[src/rtl/spi_ram_req_arbiter.sv]
// rtl/spi_ram_req_arbiter.sv - two-requester SPI frame sequencer with address/data bus locking
module spi_ram_req_arbiter #(
    parameter int DATA_W   = 8,
    parameter int TURN_CYC = 1,
    parameter int GAP_CYC  = 1
) (
    input  logic              clk,
    input  logic              rst,
    input  logic              req0_valid,
    output logic              req0_ready,
    input  logic [1:0]        req0_cmd,
    input  logic [DATA_W-1:0] req0_data,
    input  logic              req1_valid,
    output logic              req1_ready,
    input  logic [1:0]        req1_cmd,
    input  logic [DATA_W-1:0] req1_data,
    output logic              rsp_valid,
    output logic              rsp_id,
    output logic [DATA_W-1:0] rsp_data,
    output logic              SS_n,
    output logic              MOSI,
    input  logic              MISO,
    output logic              busy
);
    localparam int FRAME_W = DATA_W + 3;
    localparam int CNT_W   = $clog2(FRAME_W);

    typedef enum logic [2:0] {IDLE, SHIFT, TURN, RECV, GAP} state_t;

    state_t              state, state_nx;
    logic [CNT_W-1:0]    cnt;
    logic [FRAME_W-1:0]  frame_sr;
    logic [DATA_W-1:0]   rx_sr;
    logic                cmd_rd;
    logic                cur_id;
    logic                lock, lock_owner, lock_rd;
    logic                rr_ptr;
    logic                grant, grant_vld, accept;
    logic [1:0]          sel_cmd;
    logic [DATA_W-1:0]   sel_data;

    // While locked only the owner may win, so the pending address stays intact.
    always_comb begin
        grant     = 1'b0;
        grant_vld = 1'b0;
        if (lock) begin
            grant     = lock_owner;
            grant_vld = lock_owner ? req1_valid : req0_valid;
        end else if (req0_valid && req1_valid) begin
            grant     = rr_ptr;
            grant_vld = 1'b1;
        end else if (req0_valid) begin
            grant     = 1'b0;
            grant_vld = 1'b1;
        end else if (req1_valid) begin
            grant     = 1'b1;
            grant_vld = 1'b1;
        end
    end

    assign accept     = (state == IDLE) && grant_vld && !rst;
    assign req0_ready = accept && !grant;
    assign req1_ready = accept && grant;
    assign sel_cmd    = grant ? req1_cmd : req0_cmd;
    assign sel_data   = grant ? req1_data : req0_data;

    always_ff @(posedge clk) begin
        if (rst) state <= IDLE;
        else     state <= state_nx;
    end

    always_comb begin
        state_nx = state;
        case (state)
            IDLE:  if (accept) state_nx = SHIFT;
            SHIFT: if (cnt == CNT_W'(FRAME_W - 1)) state_nx = cmd_rd ? TURN : GAP;
            TURN:  if (cnt == CNT_W'(TURN_CYC - 1)) state_nx = RECV;
            RECV:  if (cnt == CNT_W'(DATA_W - 1)) state_nx = GAP;
            GAP:   if (cnt == CNT_W'(GAP_CYC - 1)) state_nx = IDLE;
            default: state_nx = IDLE;
        endcase
    end

    always_comb begin
        SS_n = !((state == SHIFT) || (state == TURN) || (state == RECV));
        MOSI = (state == SHIFT) ? frame_sr[FRAME_W-1] : 1'b0;
        busy = (state != IDLE);
    end

    always_ff @(posedge clk) begin
        if (rst) begin
            cnt        <= '0;
            frame_sr   <= '0;
            rx_sr      <= '0;
            cmd_rd     <= 1'b0;
            cur_id     <= 1'b0;
            lock       <= 1'b0;
            lock_owner <= 1'b0;
            lock_rd    <= 1'b0;
            rr_ptr     <= 1'b0;
            rsp_valid  <= 1'b0;
            rsp_id     <= 1'b0;
            rsp_data   <= '0;
        end else begin
            rsp_valid <= 1'b0;
            if (state_nx != state || state == IDLE) cnt <= '0;
            else                                    cnt <= cnt + 1'b1;

            if (accept) begin
                frame_sr <= {sel_cmd[1], sel_cmd, sel_data};
                cmd_rd   <= (sel_cmd == 2'b11);
                cur_id   <= grant;
                if (!lock) rr_ptr <= !grant;
                case (sel_cmd)
                    2'b00: begin lock <= 1'b1; lock_owner <= grant; lock_rd <= 1'b0; end
                    2'b10: begin lock <= 1'b1; lock_owner <= grant; lock_rd <= 1'b1; end
                    2'b01: if (lock && lock_owner == grant && !lock_rd) lock <= 1'b0;
                    default: if (lock && lock_owner == grant && lock_rd) lock <= 1'b0;
                endcase
            end else if (state == SHIFT) begin
                frame_sr <= {frame_sr[FRAME_W-2:0], 1'b0};
            end

            if (state == RECV) begin
                rx_sr <= {rx_sr[DATA_W-2:0], MISO};
                if (cnt == CNT_W'(DATA_W - 1)) begin
                    rsp_valid <= 1'b1;
                    rsp_id    <= cur_id;
                    rsp_data  <= {rx_sr[DATA_W-2:0], MISO};
                end
            end
        end
    end
endmodule

[config.mk]
export PLATFORM = sky130hd
export DESIGN_NAME = spi_ram_req_arbiter
export DESIGN_NICKNAME = d
export VERILOG_FILES = /design/src/rtl/spi_ram_req_arbiter.sv
export SDC_FILE = /design/constraint.sdc
export NUM_CORES = 1
export LEC_CHECK = 0
export ABC_AREA = 1
export CAP_MARGIN = 15
export CORE_MARGIN = 3
export CORE_UTILIZATION = 34
export CTS_CLUSTER_SIZE = 16
export DETAILED_ROUTE_END_ITERATION = 6
export DONT_BUFFER_PORTS = 1
export HOLD_SLACK_MARGIN = 0.03
export MAX_ROUTING_LAYER = met4
export SLEW_MARGIN = 20
export SYNTH_ARGS = -nofsm -noshare
export SYNTH_HDL_FRONTEND = slang
export SYNTH_SLANG_ARGS = --single-unit
[constraint.sdc]
create_clock -name clk -period 1.4 [get_ports clk]
set_input_delay 0.28 -clock clk [delete_from_list [all_inputs] [get_ports clk]]
set_output_delay 0.28 -clock clk [all_outputs]
set_load 0.01 [all_outputs]
### Yosys cells after proc, flatten, opt, wreduce, memory -nomap -nowiden

Cells that the tools add are included.
Widths: inputs -> output; s select.

| storage, ports and cells | value |
|---|---|
| register bits | 41 |
| output and inout port bits | 15 |
| logic and storage cells | 83 |

| cells by class | value |
|---|---|
| equal/unequal tests | 12 |
| reduce and logical (&&, ||, !) cells | 30 |
| $add $sub $neg | 1 |
| bitwise gates (word level) | 2 |
| muxes and demuxes | 25 |

Operators by type and width:

| operator | number |
|---|---|
| $mux 11 | 2 |
| $mux 3 | 6 |
| $pmux 3 s5 | 1 |
| $mux 1 | 12 |
| $logic_and 1x1->1 | 8 |
| $mux 8 | 1 |
| $reduce_and 2->1 | 4 |
| $eq 3x2->1 const B | 2 |
| $reduce_bool 3->1 | 2 |
| $reduce_or 2->1 | 3 |
| $add 4x1->4 const B | 1 |
| $eq 2x2->1 const B | 2 |
| $eq 4x3->1 const B | 1 |
| $eq 4x4->1 const B | 1 |
| $logic_not 1->1 | 4 |
| $logic_not 4->1 | 1 |
| $pmux 1 s2 | 2 |
| $reduce_bool 2->1 | 2 |
| $eq 3x1->1 const B | 1 |
| $eq 3x3->1 const B | 1 |
| $logic_not 3->1 | 1 |
| $logic_or 1x1->1 | 3 |
| $ne 3x3->1 | 1 |
| $reduce_and 3->1 | 1 |
| other kinds (6) | 7 |

### Logic depth before layout (Yosys ltp)

| logic depth | value |
|---|---|
| depth in word-level cells | 11 |
| depth in mapped cells | 11 |

### Worst setup path before layout

Ideal clock, no wire load.

| path | value |
|---|---|
| path kind | register -> register |
| start point | register cnt[0] |
| end point | register rsp_data[6] |
| cell stages (with the launch flop) | 9 |
| library setup time | 119 ps |
| setup slack | 76 ps |
| clock period less this slack | 1,324 ps |
| data arrival time | 1,204 ps |
| path through | dfxtp_1 ha_1 nand3_1 inv_1 nand2_1 buf_2 inv_2 o21ai_0 a21oi_1 |

| on the way | value |
|---|---|
| longest elaborated chain between the ends | 2 |

Ends and longest elaborated chain:

| element | line | RTL |
|---|---|---|
| from (decl) | 31 | `logic [CNT_W-1:0] cnt;` |
| from (signal assigned) | 107 | `else cnt <= cnt + 1'b1;` |
| $eq 4x3->1 | 126 | `if (cnt == CNT_W'(DATA_W - 1)) begin` |
| $reduce_and 2->1 (no source line) | n/a |  |
| to (signal assigned) | 129 | `rsp_data <= {rx_sr[DATA_W-2:0], MISO};` |
| to (decl) | 19 | `output logic [DATA_W-1:0] rsp_data,` |

Every way passes these cells.
A chain may end at the register's enable or synchronous reset.

### Final worst setup path

| path | value |
|---|---|
| start point | register state[1] |
| end point | output busy |

| on the way | value |
|---|---|
| longest elaborated chain between the ends | 1 |

Ends and longest elaborated chain:

| element | line | RTL |
|---|---|---|
| from (decl) | 30 | `state_t state, state_nx;` |
| from (signal assigned) | 69 | `else state <= state_nx;` |
| $reduce_bool 3->1 | 87 | `busy = (state != IDLE);` |
| to (decl) | 23 | `output logic busy` |

Every way passes these cells.

==> qor.txt <==
R2R depth: 11
Die Footprint: 0.00659 mm^2
Clock Latency Late Sink: 300 ps
first-pass GRT wire length: 7770 um
critical path type: register to output port
Initial Utilization: 36.5%
DP Area: 0.00218 mm^2
reg2reg start: state[1]
worst path required time: 1120 ps
Crit. End Element: output port
initial antenna violation count: 0
status: finished, violations left
grt total ovfl: 0
max incr delay on CP: 360 ps
R2R setup slack: -110 ps
synth top area cells: dfxtp_1 (43%), nand2_1 (14%), nand3_1 (7.8%)
Main synth FF type: dfxtp_1
antenna fix cells: 0
Synth Area per Inst: 6.89 um^2
normalized max-slew margin: 85.0%
HPWL after DPL: 3190 um
cts bufs inserted: 5
HP Class: input pin to register
fin cells: 394
Overall Global Routing Usage: 15.5%
root buf cell: clkbuf_8
Clk pwr share: 38.1%
DR vias/cell: 4.72
crit path cell chain: nor2_4, inv_2, nor2_4, buf_4, buf_6, inv_4, buf_6
WL final: 4860 um
CP startpoint kind: register
Fin Clk Skew: 7.13 ps
Worst Slack Setup Final: -184 ps
Synth cell types: 27
final hold violation count: 0
CTS Buffer Depth: 2
vias in the first global route: 1,693
CTS tree: built
Util after Layout: 50.7%
clock transition at the registers of the reported paths: 80 ps
row cnt: 26
fraction of synthesis flops using an asynchronous set or reset pin: 0%
Inst Count DP: 368
endpoints failing setup: 19
sequential fraction of the synthesis area: 42.7%
Crit-path slowest cell: dfxtp_4
DRT Pass-1 Iters: 4
H-tree levels: 2
I/O pins: 40
design area: 0.00267 mm^2
Port Buffers: 0
internal power: 2.24 mW
number of flops mapped to enable cells by yosys: 0
Gate power share: 20.7%
Arr. time, crit path: 1300 ps
Vias: 1,859
drt wl/cell: 12.3 um
Hold Path Stages: 1
Fmax: 631 MHz
leakage: 1.23 nW
Worst-Margin Slew: 225 ps
worst flop-to-flop path endpoint: cnt[0]
Syn Nets: 307
core outline area: 0.00527 mm^2
largest net degree at the start of global routing: 21
yosys warns: 0
share of layout cells above drive strength 1: 30.9%
Peak VDD IR: 581 uV
post-route ant nets: 0
GPL Wtd Cong: 0.852
Synth-to-Final Area Change: 39.1%
Switch Pwr: 825 uW
Seq pwr share: 41.2%
period utilisation layout: 113%
Seq cells post-synth: 41
post-route minimum period: 1580 ps
worst hold start: rst
Max Slew Vio Count: 0
top-area cell type share of the netlist area: 42.7%
switch share: 26.9%
unrepaired setup endpoints after global routing: yes
Initial DRC Count: 68
total clock sinks: 41
Final Hold Slack: 48.7 ps
leading area contributor after synthesis: dfxtp_1
total negative slack: -1390 ps
fin nets: 351
CP Max Fanout: 3
max-cap violation count: 0
DRC viols: 0
Die Width: 81.2 um
Cell Pwr Density: 1150 mW/mm^2
Syn Inst Count: 279
Die Y: 81.2 um
sink of the worst hold path: state[1]
Cell Area, Synth: 0.00192 mm^2
violations in the final reports: setup timing
[worst max-delay path, delay by kind of cell, from the launching register on]
kind                   cells  cell delay [ps]
buffers and inverters      5              410
flip-flops                 1              360
AND/OR/NAND/NOR            2              230
[layout make-up]
class	count	area, um^2
multi-input combinational	197	1090
clock buffer	5	68.8
fill	525	2600
clock inverter	3	68.8
timing repair buffer	42	362
inverter	36	153
tap	70	87.6
sequential	41	845
[per-stage QoR]
stage          setup WS [ps]  total power, mW
2_1_floorplan           76.5             1.59
3_3_place_gp           -66.1             1.74
3_5_place_dp           -72.8             1.75
4_1_cts                 -201             3.00
5_1_grt                 -266             3.22
6_report                -184             3.06
[placed cells by master, fill, tap and decap left out, types with 2 or more instances in the layout]
cell type,count
nand2_1,60
nor2_1,36
dfxtp_1,34
buf_4,30
inv_1,26
nand3_1,25
o21ai_0,14
nand2_2,10
nor2_4,9
a21oi_1,9
buf_6,9
o21ai_1,7
inv_2,6
dfxtp_4,6
clkbuf_8,5
nand3_2,4
a21oi_2,3
inv_4,2
nand2_4,2
o21ai_2,2
nand3_4,2
nor3_1,2
a31oi_1,2
ha_1,2
bufinv_16,2
dlygate4sd3_1,2
[sequential cells by signal, indices dropped and copies added (netlist names), 3 cells and up]
| register | count |
|---|---|
| frame_sr | 11 |
| cnt | 4 |
| rx_sr | 7 |
| state | 3 |
| rsp_data | 8 |
[cells by family (layout without fill, tap and decap cells)]
group | Yosys count | count (layout) | synth area share, %
simple gates | 152 | 154 | 35.5
buf+inv | 43 | 86 | 8.79
flops | 41 | 41 | 42.7
compound gates | 38 | 38 | 10.2
fa+ha+maj | 3 | 3 | 1.95
xor+xnor | 2 | 2 | 0.912
[repair_timing]
| item | 4_1_cts | 5_1_grt |
|---|---|---|
| cloned | 2 | 0 |
| hold endpoints to repair | 1 | 1 |
| setup buffers | 10 | 8 |
| pin swaps | 8 | 12 |
| endpoints found under the setup margin | 25 | 36 |
| resized for setup | 35 | 42 |
| hold buffers | 1 | 1 |
[Yosys cell counts (all sizes together), types with 2 or more instances]
master,instances
nand2,73
a21oi,12
buf,4
nor3,3
dfxtp,41
ha,3
clkbuf,3
nor2,43
inv,36
o21ai,23
nand3,31
a31oi,2
[power groups by stage]
stage | Sequential [mW] | Clock, mW | Combinational [mW]
detailed placement | 1.29 | 0 | 0.453
global route | 1.27 | 1.25 | 0.704
floorplan | 1.29 | 0 | 0.308
CTS | 1.26 | 1.19 | 0.548
finish | 1.26 | 1.17 | 0.635
global placement | 1.29 | 0 | 0.451
[layer usage]
layer  track usage (%)  vias up  wire [um]
li1                  -      973          -
met1              18.8      833       2150
met2              25.7       47       2400
met3              3.99        6        260
met4              4.05        0         44
met5                 -        -          0
[worst max path at each step]
stage	startpoint	to	slack, ps	cells after the start
2_1_floorplan	cnt[0]	rsp_data[6]	80	8
3_3_place_gp	state[0]	cnt[3]	-70	10
3_5_place_dp	state[0]	cnt[3]	-70	10
4_1_cts	state[0]	req1_ready	-200	5
5_1_grt	state[1]	req1_ready	-270	5
6_report	state[1]	busy	-180	7
(Power assumes the default switching activity.)
